**src/rtl/calendar_rtc.sv**
```systemverilog
// calendar_rtc: BCD calendar clock with prescaler, external load and button editing.
// Define CALENDAR_RTC_ALARM_EN to add the editable alarm (fields 6/7) and alarm_hit.
module calendar_rtc #(
    parameter int unsigned CLK_HZ   = 100000000,
    parameter int unsigned TICK_DIV = CLK_HZ,
    parameter logic [15:0] YEAR_RST = 16'h2000
) (
    input  logic        clk,
    input  logic        reset_n,
    input  logic        load,
    input  logic [15:0] load_year_bcd,
    input  logic [7:0]  load_month_bcd,
    input  logic [7:0]  load_day_bcd,
    input  logic [7:0]  load_hour_bcd,
    input  logic [7:0]  load_minute_bcd,
    input  logic [7:0]  load_second_bcd,
    input  logic        mode_btn,
    input  logic        adjust_btn,
    input  logic        up_btn,
    input  logic        down_btn,
    input  logic        alarm_on,
    output logic [15:0] year_bcd,
    output logic [7:0]  month_bcd,
    output logic [7:0]  day_bcd,
    output logic [7:0]  hour_bcd,
    output logic [7:0]  minute_bcd,
    output logic [7:0]  second_bcd,
    output logic        sec_tick,
    output logic        edit_active,
    output logic [2:0]  edit_field,
    output logic        alarm_hit
);
    typedef enum logic {RUN, EDIT} state_t;
`ifdef CALENDAR_RTC_ALARM_EN
    localparam logic [2:0] LAST_FIELD = 3'd7;
    logic [7:0] alarm_hour, alarm_minute, alarm_hour_n, alarm_minute_n;
    logic       alarm_hit_n;
`else
    localparam logic [2:0] LAST_FIELD = 3'd5;
    logic unused_alarm_on;
    assign unused_alarm_on = alarm_on;
    assign alarm_hit = 1'b0;
`endif
    state_t      state, state_n;
    logic [31:0] presc, presc_n;
    logic [15:0] year_n;
    logic [7:0]  month_n, day_n, hour_n, minute_n, second_n, cur_len;
    logic [2:0]  field_n;
    logic        tick_n, up, dn;

    function automatic logic [15:0] inc_bcd(input logic [15:0] v);
        logic [15:0] r;
        logic c;
        r = v;
        c = 1'b1;
        for (int i = 0; i < 4; i++) begin
            if (c) begin
                c = r[4*i+:4] == 4'd9;
                r[4*i+:4] = c ? 4'd0 : r[4*i+:4] + 4'd1;
            end
        end
        return r;
    endfunction

    function automatic logic [15:0] dec_bcd(input logic [15:0] v);
        logic [15:0] r;
        logic c;
        r = v;
        c = 1'b1;
        for (int i = 0; i < 4; i++) begin
            if (c) begin
                c = r[4*i+:4] == 4'd0;
                r[4*i+:4] = c ? 4'd9 : r[4*i+:4] - 4'd1;
            end
        end
        return r;
    endfunction

    function automatic logic [7:0] bcd_step(input logic [7:0] v, input logic [7:0] lo,
                                            input logic [7:0] hi, input logic u, input logic d);
        logic [15:0] i, e;
        i = inc_bcd({8'h00, v});
        e = dec_bcd({8'h00, v});
        return u ? (v >= hi ? lo : i[7:0]) : d ? (v <= lo ? hi : e[7:0]) : v;
    endfunction

    // Two BCD digits divisible by 4: even tens needs units 0/4/8, odd tens needs 2/6.
    function automatic logic div4(input logic [7:0] v);
        return v[4] ? (v[3:0] == 4'd2 || v[3:0] == 4'd6)
                    : (v[3:0] == 4'd0 || v[3:0] == 4'd4 || v[3:0] == 4'd8);
    endfunction

    function automatic logic [7:0] month_len(input logic [7:0] m, input logic [15:0] y);
        logic leap;
        leap = div4(y[7:0]) && (y[7:0] != 8'h00 || div4(y[15:8]));
        return m == 8'h02 ? (leap ? 8'h29 : 8'h28)
             : (m == 8'h04 || m == 8'h06 || m == 8'h09 || m == 8'h11) ? 8'h30 : 8'h31;
    endfunction

    assign up      = up_btn & ~down_btn;
    assign dn      = down_btn & ~up_btn;
    assign cur_len = month_len(month_bcd, year_bcd);

    always_comb begin
        state_n = load ? RUN : adjust_btn ? (state == RUN ? EDIT : RUN) : state;
    end

    always_comb begin
        edit_active = state == EDIT;
    end

    always_comb begin
        year_n   = year_bcd;
        month_n  = month_bcd;
        day_n    = day_bcd;
        hour_n   = hour_bcd;
        minute_n = minute_bcd;
        second_n = second_bcd;
        presc_n  = presc;
        field_n  = edit_field;
        tick_n   = 1'b0;
`ifdef CALENDAR_RTC_ALARM_EN
        alarm_hour_n   = alarm_hour;
        alarm_minute_n = alarm_minute;
        alarm_hit_n    = 1'b0;
`endif
        if (load) begin
            {year_n, month_n, day_n} = {load_year_bcd, load_month_bcd, load_day_bcd};
            {hour_n, minute_n, second_n} = {load_hour_bcd, load_minute_bcd, load_second_bcd};
            presc_n = '0;
        end else if (state == RUN) begin
            if (adjust_btn) begin
                presc_n = '0;
                field_n = 3'd0;
            end else if (presc == TICK_DIV - 1) begin
                presc_n  = '0;
                tick_n   = 1'b1;
                second_n = bcd_step(second_bcd, 8'h00, 8'h59, 1'b1, 1'b0);
                if (second_bcd >= 8'h59) begin
                    minute_n = bcd_step(minute_bcd, 8'h00, 8'h59, 1'b1, 1'b0);
                    if (minute_bcd >= 8'h59) begin
                        hour_n = bcd_step(hour_bcd, 8'h00, 8'h23, 1'b1, 1'b0);
                        if (hour_bcd >= 8'h23) begin
                            day_n = bcd_step(day_bcd, 8'h01, cur_len, 1'b1, 1'b0);
                            if (day_bcd >= cur_len) begin
                                month_n = bcd_step(month_bcd, 8'h01, 8'h12, 1'b1, 1'b0);
                                if (month_bcd >= 8'h12)
                                    year_n = inc_bcd(year_bcd);
                            end
                        end
                    end
                end
`ifdef CALENDAR_RTC_ALARM_EN
                alarm_hit_n = alarm_on && second_n == 8'h00 && minute_n == alarm_minute
                              && hour_n == alarm_hour;
`endif
            end else begin
                presc_n = presc + 32'd1;
            end
        end else begin
            presc_n = '0;
            if (!adjust_btn) begin
                if (mode_btn)
                    field_n = edit_field == LAST_FIELD ? 3'd0 : edit_field + 3'd1;
                case (edit_field)
                    3'd0: year_n   = up ? inc_bcd(year_bcd) : dn ? dec_bcd(year_bcd) : year_bcd;
                    3'd1: month_n  = bcd_step(month_bcd, 8'h01, 8'h12, up, dn);
                    3'd2: day_n    = bcd_step(day_bcd, 8'h01, cur_len, up, dn);
                    3'd3: hour_n   = bcd_step(hour_bcd, 8'h00, 8'h23, up, dn);
                    3'd4: minute_n = bcd_step(minute_bcd, 8'h00, 8'h59, up, dn);
                    3'd5: second_n = bcd_step(second_bcd, 8'h00, 8'h59, up, dn);
`ifdef CALENDAR_RTC_ALARM_EN
                    3'd6: alarm_hour_n   = bcd_step(alarm_hour, 8'h00, 8'h23, up, dn);
                    3'd7: alarm_minute_n = bcd_step(alarm_minute, 8'h00, 8'h59, up, dn);
`endif
                    default: ;
                endcase
            end
        end
        // Any year/month change (load, edit or carry) keeps day inside the new month.
        day_n = day_n > month_len(month_n, year_n) ? month_len(month_n, year_n) : day_n;
    end

    always_ff @(posedge clk or negedge reset_n) begin
        if (!reset_n) begin
            state      <= RUN;
            year_bcd   <= YEAR_RST;
            month_bcd  <= 8'h01;
            day_bcd    <= 8'h01;
            hour_bcd   <= 8'h00;
            minute_bcd <= 8'h00;
            second_bcd <= 8'h00;
            presc      <= '0;
            edit_field <= 3'd0;
            sec_tick   <= 1'b0;
        end else begin
            state      <= state_n;
            year_bcd   <= year_n;
            month_bcd  <= month_n;
            day_bcd    <= day_n;
            hour_bcd   <= hour_n;
            minute_bcd <= minute_n;
            second_bcd <= second_n;
            presc      <= presc_n;
            edit_field <= field_n;
            sec_tick   <= tick_n;
        end
    end

`ifdef CALENDAR_RTC_ALARM_EN
    always_ff @(posedge clk or negedge reset_n) begin
        if (!reset_n) begin
            alarm_hour   <= 8'h00;
            alarm_minute <= 8'h00;
            alarm_hit    <= 1'b0;
        end else begin
            alarm_hour   <= alarm_hour_n;
            alarm_minute <= alarm_minute_n;
            alarm_hit    <= alarm_hit_n;
        end
    end
`endif
endmodule

```
**config.mk**
```make
export PLATFORM = sky130hd
export DESIGN_NAME = calendar_rtc
export DESIGN_NICKNAME = d
export VERILOG_FILES = /design/src/rtl/calendar_rtc.sv
export SDC_FILE = /design/constraint.sdc
export NUM_CORES = 1
export LEC_CHECK = 0
export CORE_MARGIN = 3
export CORE_UTILIZATION = 30
export CTS_CLUSTER_DIAMETER = 60
export DETAILED_ROUTE_END_ITERATION = 12
export GPL_TIMING_DRIVEN = 0
export PLACE_DENSITY_LB_ADDON = 0.2
export SLEW_MARGIN = 20
export SYNTH_ARGS = -nofsm -noshare
export SYNTH_HDL_FRONTEND = slang
export SYNTH_SLANG_ARGS = --single-unit
```
**constraint.sdc**
```tcl
create_clock -name clk -period 7 [get_ports clk]
set_clock_uncertainty 0.05 [all_clocks]
set_input_delay 1.4 -clock clk [delete_from_list [all_inputs] [get_ports clk]]
set_output_delay 1.4 -clock clk [all_outputs]
set_load 0.005 [all_outputs]
```
==> metrics, run 1 <==
antenna violations before repair 0; Design Area, Final 10500 sq um; f_max 151 MHz; ys async rst share 100%; 1st-iter DRT viols 984; leakage 0.00379 uW; critical path arrival 6.83 ns; cell total after placement 1615; EDFF count, synth 0; CTS tree built; Worst Path Max Fanout 8; crit start category register; total wire length 32400 microns; Yosys top cell area share 26.9%; main area contributors after synthesis dfrtp_1 (27%), nor2_1 (5.8%), o21ai_0 (5.2%); power per cell area 199 nW/um^2; Setup crit end kind register; Gate Count Post-Synth 1117; DP HPWL 24000 microns; Max VDD drop 0.000117 V; RePlAce Congestion 0.989; setup violators final 0; Final Hold Viols 0; clk buf depth 2; vias per cell 5.73; clock network power share 24.2%; Final Critical Period 6.64 ns; cell taking the most area after synthesis dfrtp_1; Pint 1230 uW; Logic pwr share 42.4%; sequential area share after synthesis 27.8%; Initial Util 30.8%; Yosys reg bits 93; grt ovf 0; number of routed nets with antenna violations 0; area delta synth->final 25.4%; slew of the pin with the lowest slew margin 1.03 ns; global-route wire length before repair 51300 microns; hold_ws 0.442 ns; Hold WC Path Type register to register; GRT Total Usage 21.1%; layout cell share with drive strength beyond 1 5.71%; Max-Cap Viols 0; Fill cells 2876; Reg power frac 33.4%; Worst-path clk slew 0.08 ns; Vias 9365; hold buffer count at CTS 0; Die Span Y 173 microns; Worst-Skew Late Latency 0.36 ns; Initial DRT Pass Iterations 6; unrepaired setup endpoints after global routing no; Root Buffer clkbuf_16; max-slew violations 0; Total Power 2090 uW; Setup CP Type register to register; die area 30000 sq um; largest net degree at the start of global routing 54; Sw Pwr 862 uW; IO Port Bufs 122; H-tree depth 3; switching part of the total 41.2%; Slew Limit Headroom 30.4%; Post-DP Area 10100 sq um; I/O pins 126; Nets 1345; Mapped Area 8370 sq um; Ant. Diodes 0; Die W 173 microns; Num CTS Buffers 9; Synth Flop Type dfrtp_1; Synthesis Warnings 0; Final Non-Filler Cells 1633; Synth Area per Inst 7.50 sq um; number of library cell types mapped by synthesis 84; final period utilization 94.9%; row cnt 60; DR DRC count 0; Core Region 27200 sq um; Num Clock Sinks 93; wire per inst 19.9 microns; status completed; vias in the first global route 9027; CP Data Required Time 7.19 ns
[logic make-up (layout without fill, tap and decap cells)]
family,after synthesis,in the layout,synth area share (%)
buf+inv,119,261,5.65
xor+xnor,37,37,3.87
simple gates,470,470,28.3
other cells,1,3,0.0448
flops,93,93,27.8
mux,19,19,2.38
fa+ha+maj,25,25,3.74
compound gates,353,353,28.2
[per-layer routing]
metal / vias to the layer above / part of all wire [%] / track usage, %
met2: 418 / 45 / 33.6
met4: 0 / 2.7 / 7.23
met1: 4463 / 45 / 29.1
li1: 4427 / - / -
met5: - / 0 / 0
met3: 57 / 7.1 / 3.49
[flip-flops by register name, summed over array words and instances, names as in the netlist]
register     count
presc           32
year_bcd        16
day_bcd          8
hour_bcd         8
minute_bcd       8
month_bcd        8
second_bcd       8
edit_field       3
edit_active      1
sec_tick         1
[layout make-up]
type | instances | area, sq um | area share [%]
timing repair buffer | 126 | 1270 | 12.1
clock inverter | 7 | 65.1 | 0.620
buffer | 85 | 345 | 3.29
sequential | 93 | 2330 | 22.2
multi-input combinational | 907 | 5660 | 54.0
inverter | 34 | 128 | 1.22
tap | 372 | 465 | 4.43
clock buffer | 9 | 225 | 2.15
[critical path, cell delays in order (launching register included)]
cell      delay, ns
dfrtp_1        0.38
clkbuf_1       0.20
nor4_1         0.77
o211a_1        0.36
o41ai_4        0.11
ha_1           0.32
nor4b_2        0.05
o22ai_2        0.37
o21ai_2        0.16
or4_4          0.50
buf_6          0.16
or3_4          0.37
o311ai_4       0.33
nand3b_1       0.13
a221o_1        0.37
a211o_1        0.35
a21oi_1        0.19
ha_1           0.24
a32oi_1        0.19
a211oi_1       0.10
o31ai_4        0.42
mux2_2         0.38
[cells in the final DEF (no fill, tap or decap), types with 11 or more instances in the layout]
master,Yosys,final
and3_1,18,18
nand2b_1,17,17
or3_1,15,15
o31ai_1,12,11
nand4_1,17,17
clkdlybuf4s50_1,0,121
a21oi_1,83,83
clkbuf_1,68,68
mux2i_1,12,12
xnor2_1,14,14
a211oi_1,21,21
nor2b_1,14,14
o211ai_1,14,14
nor2_1,130,130
nor3_1,49,49
ha_1,25,25
nand3_1,38,38
nand2_1,107,107
a31oi_1,15,15
inv_1,33,33
dfrtp_1,90,90
xor2_1,23,23
o21ai_0,87,86
[power groups by stage]
stage                     clock, uW  combinational, uW  sequential [uW]
final                           507                888              699
after global routing            548                980              711
after CTS                       525                873              696
after detailed placement          0                864              705
after global placement            0                856              705
after floorplan                   0                522              682
[repair_timing]
item	4_1_cts	5_1_grt
endpoints found under the setup margin	5	5
gates resized for setup	8	5
setup buffers	1	1
pin swaps	1	1
[final timing paths]
| check | startpoint | endpoint | slack [ns] | depth (start not counted) |
|---|---|---|---|---|
| worst max-delay path | year_bcd[0] | day_bcd[3] | 0.36 | 21 |
| worst min-delay path | presc[0] | presc[0] | 0.44 | 1 |
| worst max register to register | year_bcd[0] | day_bcd[3] | 0.36 | 21 |
| worst min register to register | presc[0] | presc[0] | 0.44 | 1 |
| max in group asynchronous | reset_n | day_bcd[0] | 5.35 | 2 |
| min in group asynchronous | reset_n | year_bcd[2] | 0.91 | 1 |
[synthesized netlist by cell type, types with 5 or more instances]
cell type and count:
a211o_1 5, nand2_1 107, a211oi_1 21, a21oi_1 83, a21o_1 5, mux2i_1 12
nand4_1 17, nor2b_1 14, a2111oi_0 7, or4_1 6, nand3_1 38, nor4_1 12
dfrtp_1 90, inv_1 33, nor3b_1 8, a221oi_1 5, o41ai_1 5, a221o_1 9
o211ai_1 14, o21a_1 8, o31ai_1 12, and4_1 7, nor2_1 130, or3_1 15
a32oi_1 5, and2_1 7, clkbuf_1 68, and3_1 18, nor3_1 49, mux2_2 6
a311oi_1 6, buf_1 5, ha_1 25, xnor2_1 14, nor4b_1 6, a22oi_1 6
o311ai_0 5, a31oi_1 15, o21ai_0 87, nand2b_1 17, xor2_1 23, buf_2 9
o22ai_1 8, o221ai_1 8
[per-stage QoR]
| step | util [%] | worst slack, ns | setup TNS [ns] |
|---|---|---|---|
| 6_report | 38.6 | 0.358 | 0 |
| 5_1_grt | 38.6 | 0.0884 | 0 |
| 4_1_cts | 38.5 | 0.00992 | 0 |
| 3_5_place_dp | 37.2 | -1.45 | -6.50 |
| 3_3_place_gp | 37.0 | -1.34 | -5.92 |
| 2_1_floorplan | - | 0.572 | 0 |
Note: power is estimated with default switching activity, not from simulation.
==> run 2, diff against run 1 <==
--- a/config.mk
+++ b/config.mk
@@ -11,7 +11,7 @@
 export DETAILED_ROUTE_END_ITERATION = 12
 export GPL_TIMING_DRIVEN = 0
 export PLACE_DENSITY_LB_ADDON = 0.2
-export SLEW_MARGIN = 20
+export SLEW_MARGIN = 25
 export SYNTH_ARGS = -nofsm -noshare
 export SYNTH_HDL_FRONTEND = slang
 export SYNTH_SLANG_ARGS = --single-unit
==> run 2 against run 1 <==
Combinational power about the same. Worst setup slack better by 0.047 ns. Worst hold slack worse by 0.010 ns. Critical path type is now input pin to register. Clock power rose by 2%. Flip-flop and latch count unchanged. Sequential power barely moved. Fmax increased by 0.72%. Critical endpoint unchanged. Power grew 0.48%.
==> metrics, run 2 (same netlist as run 1, synthesis figures left out) <==
critical path arrival 6.79 ns; final period utilization 94.2%; CP Buf/Inv Count 4; slew of the pin with the lowest slew margin 1.02 ns; worst r2r src year_bcd[0]; setup violators final 0; total wire length 32500 microns; crit start category input pin; global-route wire length before repair 51000 microns; Max stage delay on crit path 0.80 ns; grt ovf 0; RePlAce Congestion 0.989; Slew Limit Headroom 31.0%; power per cell area 200 nW/um^2; final worst slack 0.405 ns; Final Critical Period 6.59 ns; layout cell share with drive strength beyond 1 5.63%; Max-Cap Viols 0; f_max 152 MHz; DP HPWL 23900 microns; row cnt 60; IO Port Bufs 122; area delta synth->final 25.3%; die area 30000 sq um; Num CTS Buffers 9; Worst-Skew Late Latency 0.37 ns; wire per inst 19.9 microns; Setup crit end kind register; Worst R2R Setup Slack 0.41 ns; GRT busiest layer met2; number of routed nets with antenna violations 0; Hold Path Sink presc[0]; slowest CP cell o41ai_1; Max VDD drop 0.000133 V; Num Clock Sinks 93; Die Span Y 173 microns; I/O pins 126; antenna violations before repair 0; CTS tree built; max reg flops 32; vias per cell 5.76; crit-path leading delay family compound AO/OA/AOI/OAI gates; Nets 1345; H-tree depth 3; pre-CTS setup slack -1.44 ns; GRT Total Usage 21.0%; critical path cell sequence clkdlybuf4s50_1 -> inv_1 -> ha_1 -> clkbuf_1 -> clkinv_1 -> o41ai_1 -> a311oi_1 -> o31ai_2 -> o311ai_4 -> a211o_1 -> a221o_1 -> a211o_1 -> a21oi_1 -> ha_1 -> a32oi_1 -> a211oi_1 -> o31ai_4 -> mux2_2; commonest non-fill, non-tap cell in the layout nor2_1; Worst Path Max Fanout 9; met2 usage 34.0%; reg-to-reg endpoint day_bcd[3]; grt met1 use 29.0%; Core Region 27200 sq um; Global Route met3 Usage 4.02%; commonest cells after routing, fill and taps aside nor2_1 (130), clkdlybuf4s50_1 (121), nand2_1 (107), dfrtp_1 (90), o21ai_0 (86); Register-to-Register Path Depth 21; clk buf depth 2; max-slew violations 0; Vias 9404; Root Buffer clkbuf_16; 1st-iter DRT viols 1054; worst hold path startpoint presc[0]; unrepaired setup endpoints after global routing no; Worst-path clk slew 0.08 ns; Die W 173 microns; Initial DRT Pass Iterations 5; largest net degree at the start of global routing 54; largest registers presc (32), year_bcd (16); Fill cells 2873; Setup CP Type input pin to register; Initial Util 30.8%; Ant. Diodes 0; CP Data Required Time 7.20 ns; leakage 0.00379 uW; Hold WC Path Type register to register; hold depth 1; Biggest register presc; status completed; vias in the first global route 8874; hold_ws 0.432 ns; Final Hold Viols 0; DR DRC count 0
-- run 2: cell counts in the layout (fill, tap and decap cells not counted) --
No cell type changed its count.
-- run 2: power by group --
part           switching, uW  internal [uW]
sequential              98.5            599
clock                    266            252
combinational            506            381
total                    871           1230
-- run 2: final cells by class --
class | instances | area (sq um) | share of cell area [%]
Buffer | 85 | 345 | 3.29
Timing Repair Buffer | 126 | 1270 | 12.1
Inverter | 34 | 128 | 1.22
Clock inverter | 7 | 67.6 | 0.644
Clock buffer | 9 | 225 | 2.15
Tap cell | 372 | 465 | 4.44
Sequential cell | 93 | 2330 | 22.2
Multi-Input combinational cell | 907 | 5660 | 53.9
-- run 2: what timing repair did --
item,CTS,global route
pin swaps,1,1
hold buffers,0,0
setup buffers,1,1
endpoints found under the setup margin,5,5
resized for setup,8,4
-- run 2: through the flow --
| stage | total power [uW] | utilization (%) | cell area, sq um | TNS, ns | cells |
|---|---|---|---|---|---|
| final | 2100 | 38.6 | 10500 | 0 | 1633 |
| after global routing | 2240 | 38.6 | 10500 | 0 | 1633 |
| after CTS | 2110 | 38.5 | 10500 | 0 | 1632 |
| after detailed placement | 1570 | 37.2 | 10100 | -6.45 | 1615 |
| after global placement | 1560 | 37.0 | 10100 | -5.92 | 1613 |
| after floorplan | 1200 | - | 8380 | 0 | 1119 |
-- run 2: per-layer routing --
layer / up-vias / share of wire [%] / wire length (microns)
met2: 420 / 46 / 14900
met4: 0 / 1.7 / 552
met3: 44 / 7.8 / 2540
li1: 4442 / - / -
met1: 4498 / 45 / 14500
met5: - / 0 / 0
-- run 2: how the worst max path moves through the flow --
| stage | cells past startpoint | to | from | slack (ns) |
|---|---|---|---|---|
| after detailed placement | 22 | day_bcd[3] | month_bcd[4] | -1.44 |
| after global routing | 21 | day_bcd[3] | year_bcd[4] | 0.06 |
| after global placement | 22 | day_bcd[3] | month_bcd[4] | -1.34 |
| final | 18 | day_bcd[3] | down_btn | 0.41 |
| after CTS | 23 | day_bcd[3] | month_bcd[4] | 0.03 |
| after floorplan | 23 | day_bcd[3] | month_bcd[4] | 0.57 |
==> run 3, diff against run 2 <==
--- a/config.mk
+++ b/config.mk
@@ -7,9 +7,11 @@
 export LEC_CHECK = 0
 export CORE_MARGIN = 3
 export CORE_UTILIZATION = 30
+export CTS_BUF_LIST = sky130_fd_sc_hd__clkbuf_4 sky130_fd_sc_hd__clkbuf_8 sky130_fd_sc_hd__clkbuf_16
 export CTS_CLUSTER_DIAMETER = 60
 export DETAILED_ROUTE_END_ITERATION = 12
 export GPL_TIMING_DRIVEN = 0
+export HOLD_SLACK_MARGIN = 0.12
 export PLACE_DENSITY_LB_ADDON = 0.2
 export SLEW_MARGIN = 25
 export SYNTH_ARGS = -nofsm -noshare
==> constraint.sdc (replaced) <==
create_clock -name clk -period 7 [get_ports clk]
set_clock_uncertainty 0.05 [all_clocks]
set_input_delay 1.75 -clock clk [delete_from_list [all_inputs] [get_ports clk]]
set_output_delay 1.75 -clock clk [all_outputs]
set_load 0.005 [all_outputs]
==> run 3 against run 2 <==
Non-clock buffer count did not move. Global-route usage did not move. Highest routed layer unchanged. Sequential power about the same.
==> metrics, run 3 (same netlist as run 1, synthesis figures left out) <==
Final Util 38.7%; final period utilization 96.2%; status completed; largest registers presc (32), year_bcd (16); Setup CP Type input pin to register; Ant. Diodes 0; DR DRC count 0; layout cell share with drive strength beyond 1 5.87%; grt ovf 0; Nets 1345; CP Data Required Time 7.20 ns; GRT busiest layer met2; largest net degree at the start of global routing 54; row cnt 60; number of routed nets with antenna violations 0; global-route wire length before repair 51000 microns; Num CTS Buffers 9; f_max 149 MHz; Core Region 27200 sq um; area delta synth->final 25.5%; Num Clock Sinks 93; Hold WC Path Type register to register; vias per cell 5.77; hold depth 1; Vias 9428; grt met1 use 28.9%; GRT Total Usage 21.0%; commonest non-fill, non-tap cell in the layout nor2_1; Setup crit end kind register; Max-Cap Viols 0; Die W 173 microns; die area 30000 sq um; unrepaired setup endpoints after global routing no; Max VDD drop 0.000132 V; Slew Limit Headroom 32.2%; RePlAce Congestion 0.989; Final Critical Period 6.73 ns; max-slew violations 0; commonest cells after routing, fill and taps aside nor2_1 (130), clkdlybuf4s50_1 (121), nand2_1 (107), dfrtp_1 (90), o21ai_0 (86); clk buf depth 2; H-tree depth 3; max reg flops 32; Root Buffer clkbuf_16; DP HPWL 23900 microns; wire per inst 19.9 microns; Initial Util 30.8%; vias in the first global route 8872; final setup TNS 0 ns; Global Route met3 Usage 4.02%; CTS tree built; slew of the pin with the lowest slew margin 1.00 ns; worst r2r src year_bcd[0]; Hold Path Sink presc[0]; IO Port Bufs 122; antenna violations before repair 0; Worst-path clk slew 0.08 ns; power per cell area 200 nW/um^2; total wire length 32500 microns; Final Hold Viols 0; met2 usage 34.0%; Worst Path Max Fanout 10; setup violators final 0; Initial DRT Pass Iterations 8; Biggest register presc; Register-to-Register Path Depth 21; I/O pins 126; Die Span Y 173 microns; leakage 0.00381 uW; crit start category input pin; critical path arrival 6.93 ns; Worst R2R Setup Slack 0.37 ns; 1st-iter DRT viols 1022; worst hold path startpoint presc[0]; Worst-Skew Late Latency 0.37 ns; Total Power 2100 uW; reg-to-reg endpoint day_bcd[3]
[run 3: area by class of cell]
type / instances / area [sq um]
Clock inverter: 7 / 67.6
Inverter: 34 / 128
Multi-Input combinational cell: 907 / 5670
Buffer: 85 / 348
Timing Repair Buffer: 126 / 1270
Fill cell: 2872 / 16700
Tap cell: 372 / 465
Sequential cell: 93 / 2330
Clock buffer: 9 / 225
[run 3: stage by stage]
step           instances  hold WS [ns]  area [sq um]  setup WS, ns
2_1_floorplan       1119         0.405          8380         0.572
3_3_place_gp        1613         0.427         10100         -1.34
3_5_place_dp        1615         0.433         10100         -1.44
4_1_cts             1632         0.444         10500        0.0244
5_1_grt             1633         0.484         10500        0.0515
6_report            1633         0.432         10500         0.269
[run 3: worst max-delay path: stages]
cell and delay (ns):
clkdlybuf4s50_1 0.53, clkbuf_1 0.55, clkbuf_1 0.64, buf_1 0.63, clkbuf_1 0.64, o21ai_0 0.26
a211o_1 0.41, a21oi_1 0.19, ha_1 0.24, a32oi_1 0.19, a211oi_1 0.10, o31ai_4 0.41
mux2_2 0.38
[run 3: per-layer routing]
layer  share of wire (%)  vias to the layer above
li1                    -                     4450
met2                  46                      434
met4                 1.9                        0
met5                   0                        -
met1                  45                     4489
met3                 7.3                       55
[run 3: worst max path at each step]
stage / from / to / slack, ns
4_1_cts: down_btn / day_bcd[3] / 0.02
2_1_floorplan: month_bcd[4] / day_bcd[3] / 0.57
3_5_place_dp: month_bcd[4] / day_bcd[3] / -1.44
6_report: load / day_bcd[3] / 0.27
3_3_place_gp: month_bcd[4] / day_bcd[3] / -1.34
5_1_grt: down_btn / day_bcd[3] / 0.05
[run 3: power by group]
group	switching [uW]	internal, uW
combinational	506	381
sequential	98.1	599
clock	267	252
total	871	1230
[run 3: repair_timing]
item,CTS,global route
hold buffers,0,0
setup buffers,1,1
resized for setup,8,10
pin swaps,1,1
setup endpoints to repair,5,5
